===== config.mk =====
export PLATFORM = sky130hd
export DESIGN_NAME = uart_receiver
export DESIGN_NICKNAME = d
export VERILOG_FILES = /design/src/rtl/uart_pkg.sv /design/src/rtl/uart_sync2.sv /design/src/rtl/uart_receiver.sv
export SDC_FILE = /design/constraint.sdc
export NUM_CORES = 1
export LEC_CHECK = 0
export ABC_CLOCK_PERIOD_IN_PS = 2100
export CORE_AREA = 2 2 57 99
export CTS_BUF_LIST = sky130_fd_sc_hd__clkbuf_8
export DETAILED_ROUTE_END_ITERATION = 8
export DIE_AREA = 0 0 59 101
export PLACE_DENSITY = 0.43
export SYNTH_ARGS = -nofsm -noshare
export SYNTH_HDL_FRONTEND = slang
export SYNTH_HIERARCHICAL = 1
export SYNTH_SLANG_ARGS = --single-unit

===== constraint.sdc =====
create_clock -name CLK -period 2.1 [get_ports CLK]
set_input_delay 0.63 -clock CLK [delete_from_list [all_inputs] [get_ports CLK]]
set_output_delay 0.63 -clock CLK [all_outputs]
set_load 0.1 [all_outputs]

===== src/rtl/uart_pkg.sv =====
`default_nettype none
// ============================================================================
// Module      : uart_pkg
// Description : Shared UART types and default constants (receiver/transmitter).
// Revision    : 1.0 - initial release
// ============================================================================
package uart_pkg;

    localparam int UART_CLKS_PER_BIT = 8;
    localparam int UART_DATA_BITS    = 8;

    typedef enum logic [2:0] {
        IDLE   = 3'd0,
        START  = 3'd1,
        DATA   = 3'd2,
        PARITY = 3'd3,
        STOP   = 3'd4,
        BREAK  = 3'd5
    } rx_state_t;

endpackage : uart_pkg
`default_nettype wire


===== src/rtl/uart_sync2.sv =====
`default_nettype none
// ============================================================================
// Module      : uart_sync2
// Description : Two-flop synchronizer for a single asynchronous input, with a
//               configurable reset value (idle level of the source).
// Revision    : 1.0 - initial release
// ============================================================================
module uart_sync2 #(
    parameter logic RST_VAL = 1'b1
) (
    input  logic clk,
    input  logic rst,
    input  logic i_d,
    output logic o_q
);

    logic r_meta;
    logic r_sync;

    always_ff @(posedge clk) begin
        if (rst) begin
            r_meta <= RST_VAL;
            r_sync <= RST_VAL;
        end else begin
            r_meta <= i_d;
            r_sync <= r_meta;
        end
    end

    assign o_q = r_sync;

endmodule : uart_sync2
`default_nettype wire


===== src/rtl/uart_receiver.sv =====
`default_nettype none
// ============================================================================
// Module      : uart_receiver
// Description : UART receive path: recovers start/data/stop frames from an
//               asynchronous serial line, strobes Valid per good byte and
//               FrameErr on a low stop bit. Optional even-parity checking is
//               enabled with the UART_RX_PARITY_EN macro (adds ParityErr).
// Revision    : 1.0 - initial release
// ============================================================================
module uart_receiver
    import uart_pkg::*;
#(
    parameter int CLKS_PER_BIT = UART_CLKS_PER_BIT,
    parameter int DATA_BITS    = UART_DATA_BITS
) (
    input  logic                 CLK,
    input  logic                 Reset,
    input  logic                 EN,
    input  logic                 rx,
    output logic [DATA_BITS-1:0] DataOUT,
    output logic                 Valid,
    output logic                 FrameErr,
`ifdef UART_RX_PARITY_EN
    output logic                 ParityErr,
`endif
    output logic                 Busy
);

    localparam int c_CNT_W = $clog2(CLKS_PER_BIT);
    localparam int c_BIT_W = $clog2(DATA_BITS + 1);

    localparam logic [c_CNT_W-1:0] c_HALF_M1  = c_CNT_W'(CLKS_PER_BIT / 2 - 1);
    localparam logic [c_CNT_W-1:0] c_BIT_M1   = c_CNT_W'(CLKS_PER_BIT - 1);
    localparam logic [c_BIT_W-1:0] c_LAST_BIT = c_BIT_W'(DATA_BITS - 1);

    rx_state_t            r_state;
    logic [c_CNT_W-1:0]   r_cnt;
    logic [c_BIT_W-1:0]   r_bitcnt;
    logic [DATA_BITS-1:0] r_shift;
    logic [DATA_BITS-1:0] r_data;
    logic                 r_valid;
    logic                 r_frame_err;
`ifdef UART_RX_PARITY_EN
    logic                 r_par_bit;
    logic                 r_parity_err;
`endif

    logic w_rxs;
    logic w_tick;

    uart_sync2 #(
        .RST_VAL (1'b1)
    ) u_sync_rx (
        .clk (CLK),
        .rst (Reset),
        .i_d (rx),
        .o_q (w_rxs)
    );

    assign w_tick = (r_cnt == '0);

    always_ff @(posedge CLK) begin
        if (Reset) begin
            r_state     <= IDLE;
            r_cnt       <= '0;
            r_bitcnt    <= '0;
            r_shift     <= '0;
            r_data      <= '0;
            r_valid     <= 1'b0;
            r_frame_err <= 1'b0;
`ifdef UART_RX_PARITY_EN
            r_par_bit    <= 1'b0;
            r_parity_err <= 1'b0;
`endif
        end else begin
            r_valid     <= 1'b0;
            r_frame_err <= 1'b0;
`ifdef UART_RX_PARITY_EN
            r_parity_err <= 1'b0;
`endif
            // Dropping EN abandons any partial frame without reporting it.
            if ((r_state != IDLE) && !EN) begin
                r_state <= IDLE;
            end else begin
                case (r_state)
                    IDLE: begin
                        if (EN && !w_rxs) begin
                            r_state  <= START;
                            r_cnt    <= c_HALF_M1;
                            r_bitcnt <= '0;
                        end
                    end
                    START: begin
                        if (w_tick) begin
                            if (!w_rxs) begin
                                r_state <= DATA;
                                r_cnt   <= c_BIT_M1;
                            end else begin
                                r_state <= IDLE;
                            end
                        end else begin
                            r_cnt <= r_cnt - 1'b1;
                        end
                    end
                    DATA: begin
                        if (w_tick) begin
                            r_shift <= {w_rxs, r_shift[DATA_BITS-1:1]};
                            r_cnt   <= c_BIT_M1;
                            if (r_bitcnt == c_LAST_BIT) begin
`ifdef UART_RX_PARITY_EN
                                r_state <= PARITY;
`else
                                r_state <= STOP;
`endif
                            end else begin
                                r_bitcnt <= r_bitcnt + 1'b1;
                            end
                        end else begin
                            r_cnt <= r_cnt - 1'b1;
                        end
                    end
                    PARITY: begin
`ifdef UART_RX_PARITY_EN
                        if (w_tick) begin
                            r_par_bit <= w_rxs;
                            r_cnt     <= c_BIT_M1;
                            r_state   <= STOP;
                        end else begin
                            r_cnt <= r_cnt - 1'b1;
                        end
`else
                        r_state <= IDLE;
`endif
                    end
                    STOP: begin
                        if (w_tick) begin
                            // Returning to IDLE mid-stop-bit leaves time to catch
                            // a start edge that directly follows.
                            if (w_rxs) begin
                                r_state <= IDLE;
`ifdef UART_RX_PARITY_EN
                                if ((^r_shift) != r_par_bit) begin
                                    r_parity_err <= 1'b1;
                                end else begin
                                    r_data  <= r_shift;
                                    r_valid <= 1'b1;
                                end
`else
                                r_data  <= r_shift;
                                r_valid <= 1'b1;
`endif
                            end else begin
                                r_frame_err <= 1'b1;
                                r_state     <= BREAK;
                            end
                        end else begin
                            r_cnt <= r_cnt - 1'b1;
                        end
                    end
                    BREAK: begin
                        if (w_rxs) begin
                            r_state <= IDLE;
                        end
                    end
                    default: begin
                        r_state <= IDLE;
                    end
                endcase
            end
        end
    end

    assign DataOUT  = r_data;
    assign Valid    = r_valid;
    assign FrameErr = r_frame_err;
    assign Busy     = (r_state != IDLE);
`ifdef UART_RX_PARITY_EN
    assign ParityErr = r_parity_err;
`endif

endmodule : uart_receiver
`default_nettype wire


Word-level counts from Yosys, hierarchy flattened
Cells that the tools add are included.
{"block": "totals", "ff_bits": 30, "input_bits": 4, "output_inout_bits": 11, "elab_cells": 65}
{"block": "classes", "n_addsub": 2, "eq_ne": 14, "n_mux": 21, "bitwise_logic": 3, "n_reduce_logical": 16}
{"operator": "$mux 3", "n": 12}
{"operator": "$pmux 3 s5", "n": 1}
{"operator": "$ne 2x2->1 const B", "n": 7}
{"operator": "$mux 4", "n": 3}
{"operator": "$pmux 3 s4", "n": 1}
{"operator": "$reduce_and 5->1", "n": 2}
{"operator": "$pmux 4 s2", "n": 1}
{"operator": "$eq 3x3->1 const B", "n": 2}
{"operator": "$logic_not 3->1", "n": 2}
{"operator": "$reduce_and 6->1", "n": 1}
{"operator": "$add 4x1->4 const B", "n": 1}
{"operator": "$eq 4x3->1 const B", "n": 1}
{"operator": "$reduce_and 4->1", "n": 1}
{"operator": "$reduce_bool 4->1", "n": 1}
{"operator": "$reduce_or 4->1", "n": 1}
{"operator": "$eq 3x1->1 const B", "n": 1}
{"operator": "$eq 3x2->1 const B", "n": 1}
{"operator": "$ne 3x3->1 const B", "n": 1}
{"operator": "$not 1->1", "n": 3}
{"operator": "$reduce_and 3->1", "n": 1}
{"operator": "$reduce_bool 3->1", "n": 1}
{"operator": "$sub 3x1->3 const B", "n": 1}
{"operator": "$logic_and 1x1->1", "n": 2}
{"operator": "$logic_not 1->1", "n": 2}
{"operator": "5 further kinds", "n": 6}

Depth between registers and ports, before layout
Gate-level depths: netlist (run 1).
{"block": "logic_depth", "word_depth": 4, "mapped_depth": 7, "mapped_depth_nobuf": 6}

Modules after synthesis
The synthesis (run 1) kept the hierarchy.
{"module": "uart_receiver", "instances": 1, "cells_per_inst": 142, "area_per_inst_um2": 1335.0, "seq_area_each_um2": 560.5}
{"module": "uart_sync2", "instances": 1, "cells_per_inst": 4, "area_per_inst_um2": 52.6, "seq_area_each_um2": 40.0}

Worst setup path before layout (run 1)
No wires, ideal clock.
{"block": "synth_timing", "path_kind": "register to output", "from": "reg r_state[0]", "to": "out Busy", "t_arrival_ns": 1.235, "t_required_ns": 1.470, "slack_ns": 0.235, "stages_incl_launch_ff": 4, "path_buffers": 1, "cell_sequence": "dfxtp_1 buf_2 nor3_1 inv_1"}
{"block": "synth_between", "elab_chain_cells": 1}
{"element": "start, declared", "line": "uart_receiver.sv:36", "rtl": "rx_state_t r_state;"}
{"element": "start signal, assigned", "line": "uart_receiver.sv:64", "rtl": "r_state <= IDLE;"}
{"element": "start signal, assigned", "line": "uart_receiver.sv:83", "rtl": "r_state <= IDLE;"}
{"element": "start signal, assigned", "line": "uart_receiver.sv:88", "rtl": "r_state <= START;"}
{"element": "$reduce_bool 3->1", "line": "uart_receiver.sv:176", "rtl": "assign Busy = (r_state != IDLE);"}
{"element": "end, declared", "line": "uart_receiver.sv:26", "rtl": "output logic Busy"}
Every way passes these cells.

Worst setup path after layout (run 1)
{"block": "layout_timing", "from": "reg r_state[2]", "to": "out Busy"}
Same word-level chain as after synthesis.

==> summary.md, run 1 <==
| Metric | Value |
|---|---|
| Outcome | completed |
| Row cnt | 35 |
| Initial antenna violation count | 0 |
| RSZ-0062 raised after global routing | no |
| Post-synth top area share | a little over two fifths |
| DP HPWL | 2.238 mm |
| Fin Setup TNS | 0 ns |
| Num CTS Buffers | 5 |
| Largest cells by area after synthesis | dfxtp_1 (43%), mux2i_1 (13%), nor2_1 (6.5%), ha_1 (2.7%), nand2b_1 (2.7%) |
| Routed wire per std cell | 13.97 um |
| Drt total wl | 3.102 mm |
| Die Ht | just over 100 um |
| # setup viols final | 0 |
| Share of layout cells above drive strength 1 | about a fifth |
| Final ANT Viol Nets | 0 |
| Syn Inst Count | 146 |
| Avg Cell Area, Syn | roughly 9.5 um2 |
| Port Buffers | 14 |
| MaxCap Viol Count | 0 |
| Chip width | roughly 59 um |
| Worst Setup Start Kind | flop |
| GP Congestion | just under 0.8 |
| All-Layer GR Usage | a little under an eighth |
| Clock Latency Late Sink | 0.28 ns |
| Worst-margin pin slew | 0.3918 ns |
| Initial DRC Count | 65 |
| Tcrit/Tclk final | between 90% and 100% |
| Area leader, netlist | dfxtp_1 |
| Yosys warns | 6 |
| Clk sinks | 30 |
| R2R cell count | 7 |
| Pwr dens | between 600 and 700 nW/um2 |
| Skew final | approximately 0.011 ns |
| Max clock buf depth | 2 |
| Final slew viol count | 0 |
| Design area | around 1800 um2 |
| I/O pin cnt | 15 |
| Largest net degree at the start of global routing | 19 |
| Area after DPL | about 1700 um2 |
| Leak | 0.6793 nW |
| Final worst slack | around 0.21 ns |
| Max-slew headroom | between 70% and 80% |
| Diode count | 0 |
| GRT overflow | 0 |
| Sequential-to-total area share from yosys stat | a little over two fifths |
| Most frequent cells in the layout | dfxtp_1 (30), nor2_1 (24), mux2i_1 (18) |
| Netlist cell types | between 40 and 50 |
| Setup bufs post-CTS | 0 |
| Clock transition at path regs | 0.07 ns |
| Area growth, synth to finish | 32.37% |
| Number of synthesized register bits | 30 |
| First-pass GRT wire length | around 5.2 mm |
| Worst-path fanout max | 7 |
| Req. time, crit path | ~1.5 ns |
| CTS HTree Levels | 2 |
| Vias | roughly 1100 |
| CTS tree | yes |
| Number of remaining DRC errors | 0 |
| Final-report hold violation count | 0 |
| Hold Path Class | reg -> reg |
| Core area | around 5200 um2 |
| Worst vdd ir | about 0.49 mV |
| Syn nets | between 150 and 200 |
| TritonRoute pass-1 iters | 4 |
| Min Tclk post-route | ~1.9 ns |
| Nets | approximately 170 |
| Pre-CTS setup slack | 0.05616 ns |
| Kind of critical path | reg -> out |
| Vias in the first global route | 1131 |
| CP Capture Type | output port |
| Die area | 5959 um2 |
| Initial cell density of the core | 26.85% |
| Synthesized area | 1388 um2 |
| Root Buffer Master | clkbuf_8 |
| Fmax | around 530 MHz |
| WHS Path Cells | 1 |
| Worst EP arrival | roughly 1.3 ns |
| Most common cell after layout, fill and taps aside | dfxtp_1 |
| Vias per cell | approximately 5.1 |
[registers in the layout (all words and copies together), names as in the netlist]
register and flops:
u_sync_rx/o_q 1, DataOUT 8, r_cnt 3, r_bitcnt 4, u_sync_rx/r_meta 1, r_shift 8, Valid 1, FrameErr 1
r_state 3
[power by group]
part           leakage [nW]  switching, mW  internal [mW]
registers             0.242        0.00269          0.573
clock network        0.0579          0.223          0.349
logic                 0.379         0.0408         0.0282
total                 0.679          0.266          0.950
[layer usage]
layer  global-route usage (%)  wire (um)  vias to the layer above
met3                    3.209        151                        4
li1                         -          -                      553
met5                        0          0                        -
met1                    12.43       1201                      542
met4                    5.420         41                        0
met2                    20.43       1708                       39
[synthesized netlist by cell type (all sizes together)]
| library cell | n |
|---|---|
| o22ai | 1 |
| nor2 | 25 |
| a31oi | 4 |
| a211oi | 4 |
| dfxtp | 30 |
| nor2b | 3 |
| a21oi | 3 |
| inv | 6 |
| clkbuf | 3 |
| nor4 | 2 |
| o21bai | 1 |
| o21ai | 5 |
| or2 | 2 |
| nand4b | 2 |
| nand2b | 6 |
| a221oi | 1 |
| o2111ai | 1 |
| and2b | 1 |
| ha | 3 |
| a21o | 1 |
| nor3b | 1 |
| o2111a | 1 |
| and3 | 1 |
| xor2 | 1 |
| a311oi | 2 |
| nand2 | 3 |
| nand3b | 2 |
| mux2i | 18 |
| nand3 | 1 |
| buf | 6 |
| a32oi | 2 |
| nor3 | 1 |
| and4bb | 1 |
| and2 | 1 |
| and4 | 1 |
[area by class of cell]
cell class | count | area [um2]
clock buffers | 5 | 68.82
clock inverters | 3 | 40.04
fillers | 533 | 3331
inverters | 6 | 22.52
multi-input cells | 101 | 713.2
flip-flops and latches | 30 | 600.6
well taps | 55 | 68.82
repair buffers | 22 | 322.8
[final timing paths]
path | from | slack, ns | end
worst max-delay path | r_state[2]$_SDFFE_PP0P_ | 0.21 | Busy
worst min-delay path | u_sync_rx/r_meta$_SDFF_PP1_ | 0.39 | u_sync_rx/o_q$_SDFF_PP1_
worst max register to register | r_cnt[0]$_SDFFE_PP0P_ | 0.38 | DataOUT[0]$_SDFFE_PP0P_
worst min register to register | u_sync_rx/r_meta$_SDFF_PP1_ | 0.39 | u_sync_rx/o_q$_SDFF_PP1_
[cell families after synthesis]
group,Yosys count,share of synthesized area (%)
AND/OR/NAND/NOR,53,20.65
AO/OA/AOI/OAI,26,14.07
adder cells (fa/ha/maj),3,2.705
XOR/XNOR,1,0.6313
buffers and inverters,15,5.680
flip-flops,30,43.28
multiplexers,18,12.98
[per-stage QoR]
step | instances | utilization [%] | total power, mW | hold slack (ns)
floorplan | 146 | - | 0.6307 | 0.3832
global placement | 214 | 33.34 | 0.6562 | 0.3907
detailed placement | 214 | 33.34 | 0.6574 | 0.3929
CTS | 222 | 35.45 | 1.233 | 0.3977
global route | 222 | 35.54 | 1.262 | 0.4141
finish | 222 | 35.54 | 1.217 | 0.3906
[critical path, stage by stage, from the launching register on]
cell,delay (ns)
dfxtp_1,0.39
nor3_2,0.30
inv_1,0.12
buf_12,0.18
[repair_timing]
action,4_1_cts,5_1_grt
resized for setup,0,1
hold buffers,0,0
setup endpoints to repair,0,1
(Power assumes the default switching activity.)
==> run 2: changes to the inputs <==
--- a/config.mk
+++ b/config.mk
@@ -11,6 +11,7 @@
 export DETAILED_ROUTE_END_ITERATION = 8
 export DIE_AREA = 0 0 59 101
 export PLACE_DENSITY = 0.43
+export SKIP_LAST_GASP = 1
 export SYNTH_ARGS = -nofsm -noshare
 export SYNTH_HDL_FRONTEND = slang
 export SYNTH_HIERARCHICAL = 1
==> results of run 2 <==
No change in the layout: final DEF, timing and power equal those of run 1.
